`src/rtl/uart_cmd_pkg.sv`:
```
// Shared types and constants for the UART command decoder.
// Holds the FSM state enum, the opcodes and the default widths.
package uart_cmd_pkg;

  localparam int DATA_WIDTH_DEF = 8;
  localparam int ADDR_WIDTH_DEF = 4;

  localparam logic [7:0] WR_CMD = 8'hAA;
  localparam logic [7:0] RD_CMD = 8'hBB;

  typedef enum logic [2:0] {
    IDLE,
    WR_ADDR,
    WR_DATA,
    RD_ADDR,
    RD_WAIT,
    RD_SEND
  } state_t;

endpackage

```
`src/rtl/cmd_timeout_cnt.sv`:
```
// Idle counter with clear and enable; tc pulses in the LIMIT-th
// consecutive enabled cycle without a clear.
module cmd_timeout_cnt #(
  parameter int LIMIT = 1023
) (
  input  logic clk,
  input  logic rst_n,
  input  logic clr,
  input  logic en,
  output logic tc
);

  localparam int W = $clog2(LIMIT + 1);

  logic [W-1:0] cnt_q;

  assign tc = en && !clr && (cnt_q == W'(LIMIT - 1));

  always_ff @(posedge clk or negedge rst_n) begin
    if (!rst_n) begin
      cnt_q <= '0;
    end else if (clr || tc) begin
      cnt_q <= '0;
    end else if (en) begin
      cnt_q <= cnt_q + 1'b1;
    end
  end

endmodule

```
`src/rtl/uart_cmd_decoder.sv`:
```
// Parses UART write/read frames into register-file strobes and TX bytes.
// Define CMD_TIMEOUT_EN to abort partial frames after TIMEOUT_CYCLES.
module uart_cmd_decoder
  import uart_cmd_pkg::*;
#(
  parameter int DATA_WIDTH     = DATA_WIDTH_DEF,
  parameter int ADDR_WIDTH     = ADDR_WIDTH_DEF,
  parameter int TIMEOUT_CYCLES = 1023
) (
  input  logic                  CLK,
  input  logic                  RST,
  input  logic [DATA_WIDTH-1:0] RX_P_DATA,
  input  logic                  RX_D_VLD,
  output logic [ADDR_WIDTH-1:0] RF_ADDR,
  output logic                  RF_WR_EN,
  output logic [DATA_WIDTH-1:0] RF_WR_DATA,
  output logic                  RF_RD_EN,
  input  logic [DATA_WIDTH-1:0] RF_RD_DATA,
  input  logic                  RF_RD_VLD,
  input  logic                  FIFO_FULL,
  output logic [DATA_WIDTH-1:0] TX_P_DATA,
  output logic                  TX_D_VLD,
  output logic                  CMD_ERR
);

  localparam logic [DATA_WIDTH-1:0] WR_OP = DATA_WIDTH'(WR_CMD);
  localparam logic [DATA_WIDTH-1:0] RD_OP = DATA_WIDTH'(RD_CMD);

  state_t state_q, state_d;

  logic wr_en_d, rd_en_d, tx_vld_d, err_d;
  logic ld_addr, ld_wdata, ld_rdata;
  logic timeout_hit;

  logic unused_rx_hi;
  assign unused_rx_hi = ^RX_P_DATA[DATA_WIDTH-1:ADDR_WIDTH];

`ifdef CMD_TIMEOUT_EN
  logic to_run;

  assign to_run = (state_q == WR_ADDR) ||
                  (state_q == WR_DATA) ||
                  (state_q == RD_ADDR);

  cmd_timeout_cnt #(
    .LIMIT (TIMEOUT_CYCLES)
  ) u_timeout (
    .clk   (CLK),
    .rst_n (RST),
    .clr   (RX_D_VLD || !to_run),
    .en    (to_run),
    .tc    (timeout_hit)
  );
`else
  assign timeout_hit = 1'b0;
`endif

  always_ff @(posedge CLK or negedge RST) begin
    if (!RST) begin
      state_q <= IDLE;
    end else begin
      state_q <= state_d;
    end
  end

  always_comb begin
    state_d  = state_q;
    wr_en_d  = 1'b0;
    rd_en_d  = 1'b0;
    tx_vld_d = 1'b0;
    err_d    = 1'b0;
    ld_addr  = 1'b0;
    ld_wdata = 1'b0;
    ld_rdata = 1'b0;
    unique case (state_q)
      IDLE: begin
        if (RX_D_VLD) begin
          if (RX_P_DATA == WR_OP) begin
            state_d = WR_ADDR;
          end else if (RX_P_DATA == RD_OP) begin
            state_d = RD_ADDR;
          end else begin
            err_d = 1'b1;
          end
        end
      end
      WR_ADDR: begin
        if (RX_D_VLD) begin
          ld_addr = 1'b1;
          state_d = WR_DATA;
        end
      end
      WR_DATA: begin
        if (RX_D_VLD) begin
          ld_wdata = 1'b1;
          wr_en_d  = 1'b1;
          state_d  = IDLE;
        end
      end
      RD_ADDR: begin
        if (RX_D_VLD) begin
          ld_addr = 1'b1;
          rd_en_d = 1'b1;
          state_d = RD_WAIT;
        end
      end
      RD_WAIT: begin
        if (RF_RD_VLD) begin
          ld_rdata = 1'b1;
          state_d  = RD_SEND;
        end
        err_d = RX_D_VLD;
      end
      RD_SEND: begin
        if (!FIFO_FULL) begin
          tx_vld_d = 1'b1;
          state_d  = IDLE;
        end
        err_d = RX_D_VLD;
      end
      default: state_d = IDLE;
    endcase
    // Only fires in states where no byte arrived this cycle.
    if (timeout_hit) begin
      state_d = IDLE;
      err_d   = 1'b1;
    end
  end

  always_ff @(posedge CLK or negedge RST) begin
    if (!RST) begin
      RF_WR_EN <= 1'b0;
      RF_RD_EN <= 1'b0;
      TX_D_VLD <= 1'b0;
      CMD_ERR  <= 1'b0;
    end else begin
      RF_WR_EN <= wr_en_d;
      RF_RD_EN <= rd_en_d;
      TX_D_VLD <= tx_vld_d;
      CMD_ERR  <= err_d;
    end
  end

  always_ff @(posedge CLK or negedge RST) begin
    if (!RST) begin
      RF_ADDR    <= '0;
      RF_WR_DATA <= '0;
      TX_P_DATA  <= '0;
    end else begin
      if (ld_addr) begin
        RF_ADDR <= RX_P_DATA[ADDR_WIDTH-1:0];
      end
      if (ld_wdata) begin
        RF_WR_DATA <= RX_P_DATA;
      end
      if (ld_rdata) begin
        TX_P_DATA <= RF_RD_DATA;
      end
    end
  end

endmodule

```
`config.mk`:
```
export PLATFORM = sky130hd
export DESIGN_NAME = uart_cmd_decoder
export DESIGN_NICKNAME = d
export VERILOG_FILES = /design/src/rtl/uart_cmd_pkg.sv /design/src/rtl/cmd_timeout_cnt.sv /design/src/rtl/uart_cmd_decoder.sv
export SDC_FILE = /design/constraint.sdc
export NUM_CORES = 1
export LEC_CHECK = 0
export CAP_MARGIN = 20
export CORE_UTILIZATION = 45
export DETAILED_ROUTE_END_ITERATION = 10
export PLACE_DENSITY = 0.83
export SYNTH_ARGS = -nofsm -noshare
export SYNTH_HDL_FRONTEND = slang
export SYNTH_SLANG_ARGS = --single-unit
export TNS_END_PERCENT = 5
```
`constraint.sdc`:
```
create_clock -name CLK -period 2.29 [get_ports CLK]
set_input_delay 0.3435 -clock CLK [delete_from_list [all_inputs] [get_ports CLK]]
set_output_delay 0.3435 -clock CLK [all_outputs]
set_load 0.05 [all_outputs]
```
## After elaboration in Yosys (flattened, before gate mapping)

Index checks and enable logic that the tools add are counted.

| storage, ports and cells | value |
|---|---|
| output and inout bits | 24 |
| flip-flop bits (word level) | 27 |
| input bits | 21 |
| logic and storage cells | 47 |

| cells by class | value |
|---|---|
| reductions and logical operators | 4 |
| mux-type cells | 21 |
| equality and inequality tests | 14 |

Operators by type and width:

| cell | number |
|---|---|
| $mux 3 | 8 |
| $pmux 3 s6 | 1 |
| $eq 8x8->1 const B | 2 |
| $ne 2x2->1 const B | 6 |
| $mux 1 | 11 |
| $reduce_and 7->1 | 1 |
| $eq 3x2->1 const B | 2 |
| $eq 3x3->1 const B | 2 |
| $reduce_or 2->1 | 2 |
| $eq 3x1->1 const B | 1 |
| $logic_not 3->1 | 1 |
| $ne 3x3->1 const B | 1 |
| $pmux 1 s2 | 1 |

## Depth between registers and ports, before layout

Gate-level depths: netlist of the first run.

| depth | value |
|---|---|
| depth after elaboration | 5 |
| gate-level depth with buffers | 5 |
| depth with buffers taken out | 3 |

## Worst setup path before layout of the first run

No wires, ideal clock.

| timing path | value |
|---|---|
| path kind | register -> register |
| from | register state_q[1] |
| to | register TX_P_DATA[0] |
| clock period less this slack | 1,445 ps |
| slack | 845 ps |
| required time | 2,165 ps |
| arrival time | 1,321 ps |
| buffers on the path | 0 |
| library setup time | 125 ps |
| cell stages (with the launch flop) | 4 |
| cell sequence | dfrtp_1 > nand2b_1 > nor3b_4 > mux2_2 |

| on the way | value |
|---|---|
| longest elaborated chain between the ends | 2 |

Ends and longest elaborated chain:

| item | line | RTL |
|---|---|---|
| start: declaration | uart_cmd_decoder.sv:29 | `state_t state_q, state_d;` |
| start signal: assignment | uart_cmd_decoder.sv:62 | `state_q <= state_d;` |
| $eq 3x3->1 | uart_cmd_decoder.sv:75 | `unique case (state_q)` |
| $mux 1 | uart_cmd_decoder.sv:75 |  |
| end signal: assignment | uart_cmd_decoder.sv:148 | `TX_P_DATA <= '0;` |
| end signal: assignment | uart_cmd_decoder.sv:157 | `TX_P_DATA <= RF_RD_DATA;` |
| end: declaration | uart_cmd_decoder.sv:21 | `output logic [DATA_WIDTH-1:0] TX_P_DATA,` |

No other way between the ends.
A chain may end at the register's enable or synchronous reset.

## Final worst setup path of the first run

| timing path | value |
|---|---|
| from | register RF_WR_DATA[7] |
| to | output RF_WR_DATA[7] |

RTL lines:

| item | line | RTL |
|---|---|---|
| start: declaration | uart_cmd_decoder.sv:16 | `output logic [DATA_WIDTH-1:0] RF_WR_DATA,` |
| start signal: assignment | uart_cmd_decoder.sv:147 | `RF_WR_DATA <= '0;` |
| start signal: assignment | uart_cmd_decoder.sv:154 | `RF_WR_DATA <= RX_P_DATA;` |

No word-level cell between the ends.

==> results.ini, run 1 <==
[critical_path]
worstPathRequired_ps = 1950
critPathKind = reg2out
critPathTopFamily = buffers and inverters
timing.critical_path.cells = clkdlybuf4s50_1
timing_startpoint_of_the_critical_path = RF_WR_DATA[7]$_DFFE_PN0P_
worstPathMaxFanout = 2
reg2reg_setup_slack_ps = 640
cp-end-kind = primary output
timing.critical_path.arrival_ps = 1510
cpPeakStageDelay_ps = 810
worst_path_depth = 1
worstReg2RegStart = state_q[2]$_DFFE_PN0P_
crit_end = RF_WR_DATA[7]
reg2reg_depth = 3
cpMaxStageDelayCell = clkdlybuf4s50_1
r2r_end = RF_WR_DATA[7]$_DFFE_PN0P_
critical_path_buf_inv_count = 1
cp_launch_type = flip-flop

[yosys]
avgSynthCellArea_um2 = 14.5
seq_area_frac_synth_pct = 61.9
synth_warnings = 0
synth.ff_latch_count = 27
synth_cell_types = 25
postSynth.topFlopCell = dfrtp_1
async_reset_ff_share_pct = 100
edff_count_synth = 0
synth_fp_nets = 96
cell_count_after_synthesis = 75
netlist_area_mm2 = 0.00109

[hold_path]
holdCritPathClass = in2async

[layout]
diodes = 0
most_common_cell_after_layout_fill_and_taps_aside = clkdlybuf4s50_1
layout.cells.most_common_list = clkdlybuf4s50_1, dfrtp_1, mux2_2
finish.net_count = 144
syn_to_final_growth_pct = 45.9
post_route_cells_drive_above_1_share_pct = 21.3

[clock_network]
post_cts_resize_count = 0
numClockSinks = 27
post-cts-setup-buffer-count = 0
tritoncts = done
cts.clk_slew.worst_paths_ps = 140
cts.htree.levels = 1
cts_hold_repair.buffers = 0
worst_skew_pair.late_latency_ps = 310
clock_tree_buffer_depth = 2
numCtsBuffers = 3
clock_tree.root_cell = clkbuf_4

[floorplan]
fp-row-count = 17
die-height_um = 51.2
floorplan.initialDensity_pct = 48.4
top_level_ports = 45
design.core.area_mm2 = 0.00225
die_w_um = 51.2
die_area_mm2 = 0.00263

[global_routing]
grt_max_degree = 28
grt_first_pass_wirelength_mm = 3.64
grt_overflow_total = 0
first_global_vias = 786
grt_antenna_before_repair = 0
grt.total_usage_pct = 18.6

[sta]
rsz0062_at_grt = false
timing.slew.headroom_pct = 64.8
report.final.setup_viol = 0
finalCriticalPeriod_ps = 1850
setup_tns_ps = 0
tightest_slew_ps = 527
holdWs_ps = 384
maximum_clock_frequency_mhz = 540
finalMaxSlewViolations = 0
timing_hold_violations_final = 0
fin_worst_skew_ps = 6.09
post-route-period-util_pct = 80.9
postLayoutSetupSlackWorst_ps = 438

[detailed_routing]
dr_pass1_iterations = 4
routed_antenna_nets = 0
dr_total_vias = 777
avg_wl_per_cell_um = 14.6
finalWirelength_mm = 2.20
viasPerCell = 5.18
post-route-drc-count = 0
drt-initial-drc-count = 11

[placement]
worst_setup_slack_after_placement_ps = 182
io_buffers = 44
hpwlAfterDp_mm = 1.64
finalWeightedCongestion = 0.690

[power]
p_sw_w = 0.00101
cellLeakagePower_nw = 0.669
sw_frac_of_total_pct = 46.0
maximum_resistive_drop_on_vdd_mv = 1.04
share_clk_of_total_power_pct = 9.1
power.share.combinational_pct = 56.8
powerDensity_mw_per_mm2 = 1370
power.share.sequential_pct = 34.1
power_after_layout_w = 0.00219
internal_power_w = 0.00118

[outcome]
outcome = completed

[run]
max-cap-violations = 0

-- state kept, by name, indices dropped and copies added, names as in the netlist --
register	cells
RF_WR_EN	1
TX_P_DATA	8
RF_WR_DATA	8
RF_RD_EN	1
state_q	3
CMD_ERR	1
RF_ADDR	4
TX_D_VLD	1
-- metrics by stage --
| step | instances | util (%) | cell area [um2] |
|---|---|---|---|
| after global placement | 146 | 69.4 | 1560 |
| after CTS | 150 | 70.6 | 1590 |
| after floorplan | 75 | - | 1090 |
| final | 150 | 70.6 | 1590 |
| after detailed placement | 146 | 69.4 | 1560 |
| after global routing | 150 | 70.6 | 1590 |
-- power groups by stage --
stage / Combinational (W) / Sequential, W / Clock, W
2_1_floorplan: 0.000197 / 0.00137 / 0
3_3_place_gp: 0.00123 / 0.000751 / 0
3_5_place_dp: 0.00125 / 0.000758 / 0
4_1_cts: 0.00125 / 0.000748 / 0.000211
5_1_grt: 0.00129 / 0.000767 / 0.000234
6_report: 0.00124 / 0.000746 / 0.000198
-- synthesized netlist by cell type, types with 2 or more instances --
cell     number  area [um2]
buf_2         2        10.0
nor2b_1       2        12.5
dfrtp_1      27         676
inv_1         2        7.51
a31oi_1       2        12.5
nor2_1        2        7.51
mux2_2       20         225
-- worst min path at each step --
stage | start | end | slack, ps | depth (start not counted)
2_1_floorplan | RST | CMD_ERR$_DFF_PN0_ | 50 | 0
3_3_place_gp | TX_P_DATA[0]$_DFFE_PN0P_ | TX_P_DATA[0]$_DFFE_PN0P_ | 490 | 1
3_5_place_dp | RF_ADDR[3]$_DFFE_PN0P_ | RF_ADDR[3]$_DFFE_PN0P_ | 490 | 1
4_1_cts | RST | RF_RD_EN$_DFF_PN0_ | 380 | 2
5_1_grt | RST | TX_D_VLD$_DFF_PN0_ | 400 | 2
6_report | RST | TX_P_DATA[3]$_DFFE_PN0P_ | 380 | 2
-- cell type report --
type / instances / area, um2
sequential: 27 / 676
clock buffer: 3 / 22.5
timing repair buffer: 45 / 448
clock inverter: 1 / 5.00
inverter: 2 / 7.51
tap: 28 / 35.0
multi-input combinational: 44 / 398
fill: 183 / 663
-- routing by layer --
metal	up-vias	global-route usage, %	share of wire (%)
met2	44	32.7	47
met3	0	4.46	9.7
met1	364	23.2	43
met4	0	4.05	0
met5	-	0	0
li1	369	-	-
-- logic make-up after synthesis --
| logic type | after synthesis | synth area share (%) |
|---|---|---|
| compound gates | 8 | 5.27 |
| xor+xnor | 1 | 0.803 |
| buf+inv | 4 | 1.61 |
| flops | 27 | 61.9 |
| mux | 21 | 21.6 |
| simple gates | 14 | 8.83 |
(Power assumes the default switching activity.)
==> run 2, diff against run 1 <==
--- a/config.mk
+++ b/config.mk
@@ -6,9 +6,9 @@
 export NUM_CORES = 1
 export LEC_CHECK = 0
 export CAP_MARGIN = 20
-export CORE_UTILIZATION = 45
+export CORE_UTILIZATION = 37
 export DETAILED_ROUTE_END_ITERATION = 10
-export PLACE_DENSITY = 0.83
+export PLACE_DENSITY = 0.73
 export SYNTH_ARGS = -nofsm -noshare
 export SYNTH_HDL_FRONTEND = slang
 export SYNTH_SLANG_ARGS = --single-unit
==> constraint.sdc (replaced) <==
create_clock -name CLK -period 1.6 [get_ports CLK]
set_input_delay 0.24 -clock CLK [delete_from_list [all_inputs] [get_ports CLK]]
set_output_delay 0.24 -clock CLK [all_outputs]
set_load 0.05 [all_outputs]
==> results.ini, run 2 (synthesis results as in run 1) <==
[outcome]
outcome = completed

[floorplan]
die-height_um = 56.3
design.core.area_mm2 = 0.00278
die_area_mm2 = 0.00317
fp-row-count = 19
die_w_um = 56.3
floorplan.initialDensity_pct = 39.2
top_level_ports = 45

[critical_path]
cpMaxStageDelayCell = dfrtp_1
worstPathRequired_ps = 1840
critical_path_buf_inv_count = 1
timing.critical_path.arrival_ps = 1760
cp_launch_type = flip-flop
timing.critical_path.cells = nand2b_1, nor3b_4, buf_12, mux2_2
cp-end-kind = flip-flop
worstPathMaxFanout = 8
cpPeakStageDelay_ps = 450
critPathKind = reg2reg
critPathTopFamily = simple AND/OR/NAND/NOR gates

[clock_network]
cts_hold_repair.buffers = 0
cts.clk_slew.worst_paths_ps = 160
worst_skew_pair.late_latency_ps = 340
post-cts-setup-buffer-count = 0
numClockSinks = 27
clock_tree.root_cell = clkbuf_4
clock_tree_buffer_depth = 2
cts.htree.levels = 1
tritoncts = done
numCtsBuffers = 3
post_cts_resize_count = 0

[power]
share_clk_of_total_power_pct = 10.1
power.share.sequential_pct = 34.8
powerDensity_mw_per_mm2 = 1930
power.share.combinational_pct = 55.2
sw_frac_of_total_pct = 47.6
internal_power_w = 0.00162
maximum_resistive_drop_on_vdd_mv = 1.55
cellLeakagePower_nw = 0.733
p_sw_w = 0.00148

[sta]
tightest_slew_ps = 338
fin_worst_skew_ps = 8.37
finalMaxSlewViolations = 0
report.final.setup_viol = 0
finalCriticalPeriod_ps = 1520
maximum_clock_frequency_mhz = 657
timing_hold_violations_final = 0
post-route-period-util_pct = 95.1
rsz0062_at_grt = false
timing.slew.headroom_pct = 77.5
setup_tns_ps = 0

[hold_path]
holdCritPathClass = in2async

[detailed_routing]
avg_wl_per_cell_um = 14.0
dr_total_vias = 810
routed_antenna_nets = 0
post-route-drc-count = 0
drt-initial-drc-count = 16
viasPerCell = 5.09
dr_pass1_iterations = 4
finalWirelength_mm = 2.23

[layout]
final.fill_count = 241
register_area_um2 = 676
most_common_cell_after_layout_fill_and_taps_aside = buf_4
post_route_cells_drive_above_1_share_pct = 43.8
multiInputGateArea_um2 = 398
layout_top_registers = RF_WR_DATA (8), TX_P_DATA (8), RF_ADDR (4)
layout.cells.most_common_list = buf_4, dfrtp_1, mux2_2, clkdlybuf4s50_1, clkbuf_4
finish.net_count = 150
layout.core_utilization_pct = 57.8
syn_to_final_growth_pct = 47.4
final_cell_count_no_fill = 159
postLayoutCellArea_mm2 = 0.00161
diodes = 0

[global_routing]
first_global_vias = 823
grt_antenna_before_repair = 0
groute.layer.met3.usage_pct = 2.30
grt_first_pass_wirelength_mm = 3.75
grt_overflow_total = 0
top_usage_layer = met2
grt_max_degree = 28
grtUsageMet1_pct = 18.5
fraction_of_met2_tracks_used_by_global_routing_pct = 26.9
grt.total_usage_pct = 15.2

[placement]
hpwlAfterDp_mm = 1.68
dpl.cell_count = 155
io_buffers = 44
finalWeightedCongestion = 0.787
postPlaceCellArea_mm2 = 0.00158

[run]
max-cap-violations = 0

-- run 2: cell types whose count changed in the layout (fill, tap and decap cells not counted), sizes merged --
cell,delta
clkinv,-1
clkinvlp,+1
clkdlybuf4s50,-24
buf,+30
-- run 2: worst paths after layout --
| kind | slack (ps) | startpoint | to | cells after the start |
|---|---|---|---|---|
| worst max-delay path | 80 | state_q[1]$_DFFE_PN0P_ | TX_P_DATA[3]$_DFFE_PN0P_ | 4 |
| min in group CLK | 500 | FIFO_FULL | TX_D_VLD$_DFF_PN0_ | 2 |
| worst max register to register | 80 | state_q[1]$_DFFE_PN0P_ | TX_P_DATA[3]$_DFFE_PN0P_ | 4 |
| worst min-delay path | 250 | RST | RF_WR_DATA[7]$_DFFE_PN0P_ | 2 |
| max in group asynchronous | 1090 | RST | state_q[2]$_DFFE_PN0P_ | 2 |
| worst min register to register | 520 | RF_ADDR[0]$_DFFE_PN0P_ | RF_ADDR[0]$_DFFE_PN0P_ | 1 |
-- run 2: area by class of cell --
cell class	instances	area share, %
Multi-Input combinational cell	44	24.7
Sequential cell	27	42.0
Timing Repair Buffer	51	28.5
Clock inverter	1	0.467
Inverter	2	0.467
Tap cell	31	2.41
Clock buffer	3	1.40
-- run 2: power by group through the flow --
stage / sequential (W) / clock, W / combinational, W
4_1_cts: 0.00108 / 0.000318 / 0.00173
2_1_floorplan: 0.00195 / 0 / 0.000282
5_1_grt: 0.00112 / 0.000352 / 0.00177
3_5_place_dp: 0.00109 / 0 / 0.00173
6_report: 0.00108 / 0.000312 / 0.00171
3_3_place_gp: 0.00108 / 0 / 0.00171
-- run 2: metrics by stage --
stage	hold slack [ps]	setup WS (ps)	total power (W)
3_3_place_gp	491	-56.8	0.00279
6_report	248	78.5	0.00310
2_1_floorplan	-55.6	155	0.00224
4_1_cts	254	83.9	0.00313
5_1_grt	269	8.56	0.00324
3_5_place_dp	497	-89.0	0.00282
-- run 2: per-layer routing --
layer	vias up	routed length (um)
met1	386	967
li1	379	-
met2	43	1080
met3	2	160
met4	0	21
met5	-	0
-- run 2: worst register-to-register path, cell delays in order (launching register included) --
cell,delay [ps]
dfrtp_1,450
nand2b_1,240
nor3b_4,260
buf_12,150
mux2_2,340
